==> src/rtl/fetch_unit.sv <==
// RV32 fetch front end: PC register, in-order IMEM requests, wrong-path drop and a PC-tagged instruction FIFO.
// Optional FETCH_MISALIGN_CHECK_EN: misaligned redirects halt fetch and raise a sticky fetch_misaligned flag.
module fetch_unit #(
   parameter logic [31:0] RESET_PC        = 32'h0000_0000,
   parameter int          FIFO_DEPTH      = 2,
   parameter int          MAX_OUTSTANDING = 2
) (
   input  logic        clk,
   input  logic        rst,
   input  logic        redirect_valid,
   input  logic [31:0] redirect_pc,
   output logic        imem_req_valid,
   input  logic        imem_req_ready,
   output logic [31:0] imem_req_addr,
   input  logic        imem_rsp_valid,
   input  logic [31:0] imem_rsp_data,
   output logic        instr_valid,
   input  logic        instr_ready,
   output logic [31:0] instr,
   output logic [31:0] instr_pc,
   output logic        fetch_misaligned
);
   localparam int PW = $clog2(FIFO_DEPTH);
   localparam int CW = $clog2(FIFO_DEPTH + 1);

   logic [31:0]   fetch_pc;
   logic [CW-1:0] outstanding;
   logic [CW-1:0] drop_cnt;
   logic [CW-1:0] fifo_count;
   logic [PW-1:0] fifo_rd, fifo_wr;
   logic [PW-1:0] tag_rd, tag_wr;
   logic [31:0]   fifo_instr [FIFO_DEPTH];
   logic [31:0]   fifo_pc    [FIFO_DEPTH];
   logic [31:0]   tag_q      [FIFO_DEPTH];
   logic [CW:0]   credit_used;
   logic [31:0]   redirect_target;
   logic          misaligned;
   logic          req_fire, rsp_keep, rsp_drop, pop, rsp_count;

   // In-flight requests reserve FIFO slots so a kept response always has room.
   assign credit_used    = {1'b0, outstanding} + {1'b0, fifo_count};
   assign imem_req_valid = !rst && !redirect_valid && !misaligned
                           && (outstanding < CW'(MAX_OUTSTANDING))
                           && (credit_used < (CW+1)'(FIFO_DEPTH));
   assign imem_req_addr  = fetch_pc;
   assign req_fire       = imem_req_valid && imem_req_ready;
   assign rsp_drop       = imem_rsp_valid && (drop_cnt != '0);
   assign rsp_keep       = imem_rsp_valid && (drop_cnt == '0) && !redirect_valid;
   assign rsp_count      = imem_rsp_valid && (outstanding != '0);

   assign instr_valid    = (fifo_count != '0) && !redirect_valid;
   assign instr          = (fifo_count != '0) ? fifo_instr[fifo_rd] : '0;
   assign instr_pc       = (fifo_count != '0) ? fifo_pc[fifo_rd]    : '0;
   assign pop            = instr_valid && instr_ready;

`ifdef FETCH_MISALIGN_CHECK_EN
   assign redirect_target = redirect_pc;

   always_ff @(posedge clk) begin
      if (rst)
         misaligned <= 1'b0;
      else if (redirect_valid)
         misaligned <= (redirect_pc[1:0] != 2'b00);
   end
`else
   assign redirect_target = redirect_pc & 32'hFFFF_FFFC;
   assign misaligned      = 1'b0;
`endif

   assign fetch_misaligned = misaligned;

   always_ff @(posedge clk) begin
      if (rst) begin
         fetch_pc    <= RESET_PC;
         outstanding <= '0;
         drop_cnt    <= '0;
         fifo_count  <= '0;
         fifo_rd     <= '0;
         fifo_wr     <= '0;
         tag_rd      <= '0;
         tag_wr      <= '0;
      end else begin
         outstanding <= outstanding + CW'(req_fire) - CW'(rsp_count);
         if (redirect_valid) begin
            // Everything still in flight belongs to the wrong path, including a response landing now.
            fetch_pc   <= redirect_target;
            drop_cnt   <= outstanding - CW'(rsp_count);
            fifo_count <= '0;
            fifo_rd    <= '0;
            fifo_wr    <= '0;
            tag_rd     <= '0;
            tag_wr     <= '0;
         end else begin
            if (req_fire) begin
               fetch_pc <= fetch_pc + 32'd4;
               tag_wr   <= tag_wr + PW'(1);
            end
            if (rsp_drop)
               drop_cnt <= drop_cnt - CW'(1);
            if (rsp_keep) begin
               tag_rd  <= tag_rd + PW'(1);
               fifo_wr <= fifo_wr + PW'(1);
            end
            if (pop)
               fifo_rd <= fifo_rd + PW'(1);
            fifo_count <= fifo_count + CW'(rsp_keep) - CW'(pop);
         end
      end
   end

   always_ff @(posedge clk) begin
      if (req_fire)
         tag_q[tag_wr] <= fetch_pc;
      if (rsp_keep) begin
         fifo_instr[fifo_wr] <= imem_rsp_data;
         fifo_pc[fifo_wr]    <= tag_q[tag_rd];
      end
   end
endmodule
==> config.mk <==
export PLATFORM = sky130hd
export DESIGN_NAME = fetch_unit
export DESIGN_NICKNAME = d
export VERILOG_FILES = /design/src/rtl/fetch_unit.sv
export SDC_FILE = /design/constraint.sdc
export NUM_CORES = 1
export LEC_CHECK = 0
export CAP_MARGIN = 5
export CORE_MARGIN = 4
export CORE_UTILIZATION = 50
export DETAILED_ROUTE_END_ITERATION = 12
export HOLD_SLACK_MARGIN = 0.1
export PLACE_DENSITY_LB_ADDON = 0.12
export RECOVER_POWER = 25
export SYNTH_ARGS = -nofsm -noshare
export SYNTH_HDL_FRONTEND = slang
export SYNTH_SLANG_ARGS = --single-unit
==> constraint.sdc <==
create_clock -name clk -period 6.35 [get_ports clk]
set_input_delay 1.905 -clock clk [delete_from_list [all_inputs] [get_ports clk]]
set_output_delay 1.905 -clock clk [all_outputs]
set_load 0.005 [all_outputs]
==> flow_metrics.tcl <==
set metrics [dict create \
    synthCells 669 \
    worstReg2RegStart "fifo_count[0]$_SDFF_PP0_" \
    layout-drive-gt1-share_pct 7.03 \
    tns_ns 0 \
    postRouteWirelength_mm 20.1 \
    max-vdd-ir-drop_v 0.000215 \
    drc_errors 0 \
    start_kind "input port" \
    synth_largest_area_cell "edfxtp_1" \
    ys_ff_latch 226 \
    rows 49 \
    worst_hold_path.endpoint "tag_rd$_SDFFE_PP0N_" \
    num_antenna_cells 0 \
    crit_type "input port to output pin" \
    drtIter0Drc 429 \
    fp.dieH_microns 144 \
    cts_hold_buf 0 \
    area_delta_synth_final_pct 28.0 \
    ys_seq_area_share_pct 68.7 \
    cts_resized 0 \
    fp.coreArea_sq_um 18100 \
    p_per_area_nw_per_um2 291 \
    detailed_place.area_sq_um 11100 \
    vias 5934 \
    grt_pass1_vias 6067 \
    cp_max_fo 8 \
    start_util_pct 51.2 \
    portBuffers 161 \
    synth_top_cell_area_share_pct 59.6 \
    cp-end-kind "output pin" \
    max_cap_viol_count 0 \
    fp.dieArea_sq_um 20800 \
    die_w_microns 144 \
    grt_max_degree 63 \
    synth_flop_cell "edfxtp_1" \
    arrival_ns 3.27 \
    async_reset_ff_share_pct 0 \
    status "finished clean" \
    synthTopCellsByArea "edfxtp_1, dfxtp_1, mux2i_1" \
    required_ns 4.45 \
    yosys_warnings 0 \
    hold_viol 0 \
    root_buffer "clkbuf_16" \
    slew_headroom_pct 12.2 \
    post-route-min-period_ns 5.17 \
    postCtsSetupRepairBufs 0 \
    cts_tree "done" \
    hpwlAfterDp_mm 13.2 \
    synth_edf_count 184 \
    clockBufferDepth 3 \
    reg2reg_to "outstanding[1]$_SDFF_PP0_" \
    wire_per_inst_microns 18.6 \
    routed_via_density 5.48 \
    numCtsBuffers 24 \
    min_from "tag_rd$_SDFFE_PP0N_" \
    synthesis.area_sq_um 9270 \
    p_leak_uw 0.00391 \
    rr_worst_depth 12 \
    io_pins 169 \
    period_share_pct 81.4 \
    grt_overflow_total 0 \
    clkSlewWorstSetupHoldPaths_ns 0.06 \
    detail-route-antenna-nets 0 \
    rsz0062_at_grt "false" \
    antenna_found_initial 0 \
    place.gp.congestion 0.816 \
    clk_latency_ns 0.50 \
    hold_path.class "register to register" \
    max_freq_mhz 193 \
    grt_usage_pct 19.1 \
    avgSynthCellArea_sq_um 13.9 \
    ff2ff_setup_slack_ns 3.22 \
    skew_ns 0.00848 \
    clkSinkCount 226 \
    synth.distinct_cells 57 \
    fin_area_sq_um 11900 \
    cts_max_level 1 \
    slew_viol_final 0 \
    drt-pass1-iter-count 5 \
    tightest_slew_ns 1.32 \
    fin_nets 914 \
    grt_pass1_wl_mm 31.7 \
    holdPathStages 2 \
    finalSetupViolCount 0 \
]
## critical path: stages
cell             delay (ns)
clkdlybuf4s50_1        0.52
nor2_1                 0.19
and2_1                 0.15
clkdlybuf4s50_1        0.50
## cell type report
| cell class | instances | area (sq um) |
|---|---|---|
| inverter | 15 | 56.3 |
| fill | 1298 | 6230 |
| tap | 229 | 287 |
| sequential | 226 | 6370 |
| clock inverter | 10 | 46.3 |
| timing repair buffer | 173 | 1710 |
| multi-input combinational | 396 | 2710 |
| clock buffer | 33 | 676 |
## routing by layer
metal,wire length [microns],GRT usage (%)
met3,1430,3.77
met2,9870,33.0
met4,461,5.35
met5,0,0
met1,8350,24.7
## flip-flops by register name, indices dropped and copies added, names as in the netlist, named ones only
signal         flops
imem_req_addr     30
fifo_count         2
tag_rd             1
fifo_pc           60
tag_wr             1
outstanding        2
fifo_wr            1
fifo_instr        64
drop_cnt           2
tag_q             60
fifo_rd            1
## worst max-delay path by stage
stage | to | start | cells after the start | slack [ns]
after floorplan | fifo_instr[0][0]$_DFFE_PP_ | redirect_valid | 4 | 0.83
after global routing | imem_req_valid | redirect_valid | 4 | 1.06
after detailed placement | imem_req_valid | redirect_valid | 4 | 1.18
after CTS | imem_req_valid | redirect_valid | 4 | 1.17
after global placement | imem_req_valid | redirect_valid | 4 | 1.20
final | imem_req_valid | redirect_valid | 4 | 1.18
## where the power goes
group | total, uW | internal (uW) | switching (uW)
clock network | 1270 | 741 | 530
logic | 402 | 202 | 200
registers | 1780 | 1710 | 68.0
total | 3460 | 2660 | 798
## cells by family (layout without fill, tap and decap cells)
| logic type | count (synthesis) | after routing | share of synthesized area [%] |
|---|---|---|---|
| muxes | 94 | 94 | 10.6 |
| xor gates and xnor gates | 19 | 19 | 1.80 |
| buffers and inverters | 51 | 231 | 2.44 |
| AOI/OAI and AO/OA | 73 | 73 | 5.06 |
| DFF | 226 | 226 | 68.7 |
| and+or+nand+nor | 197 | 197 | 10.2 |
| other | 1 | 5 | 0.0405 |
| adders and majority gates | 8 | 8 | 1.16 |
## cell usage after synthesis, types with 3 or more instances
| cell type | instances |
|---|---|
| edfxtp_1 | 184 |
| nor2_1 | 93 |
| mux2i_1 | 62 |
| dfxtp_1 | 42 |
| mux2_2 | 32 |
| nand2_1 | 29 |
| clkbuf_1 | 22 |
| a21oi_1 | 18 |
| inv_1 | 14 |
| o21ai_0 | 13 |
| nand3_1 | 12 |
| nor3_1 | 12 |
| nand4_1 | 11 |
| xnor2_1 | 11 |
| and2_1 | 10 |
| a31oi_1 | 9 |
| and3_1 | 9 |
| xor2_1 | 8 |
| ha_1 | 7 |
| and4_1 | 6 |
| buf_4 | 6 |
| o22ai_1 | 6 |
| a211oi_1 | 4 |
| buf_2 | 4 |
| buf_1 | 3 |
| o211ai_1 | 3 |
| or3_1 | 3 |
## through the flow
stage                     hold slack [ns]  util (%)  worst slack, ns  std cells  power, uW
final                               0.510      65.6             1.18       1082       3460
after global routing                0.534      65.6             1.06       1082       3600
after CTS                           0.514      65.6             1.17       1082       3490
after detailed placement            0.495      61.6             1.18       1039       2220
after global placement              0.484      61.6             1.20       1039       2200
after floorplan                     0.466         -            0.833        673       2030
## cell usage in the layout (no fill, tap or decap), drive strengths merged, types with 5 or more instances in the layout
cell type and count:
buf 11, clkbuf 34, nand3 13, and2 10
clkdlybuf4s50 158, nor2 93, o22ai 6, nor3 13
a211oi 5, nand2 29, xnor2 11, and3 10
a31oi 9, mux2i 62, inv 16, edfxtp 184
nand4 11, dfxtp 42, conb 5, and4 6
clkinv 9, o21ai 14, xor2 8, a21oi 18
ha 7, mux2 32
No activity file was read; power rests on OpenSTA's default activity.
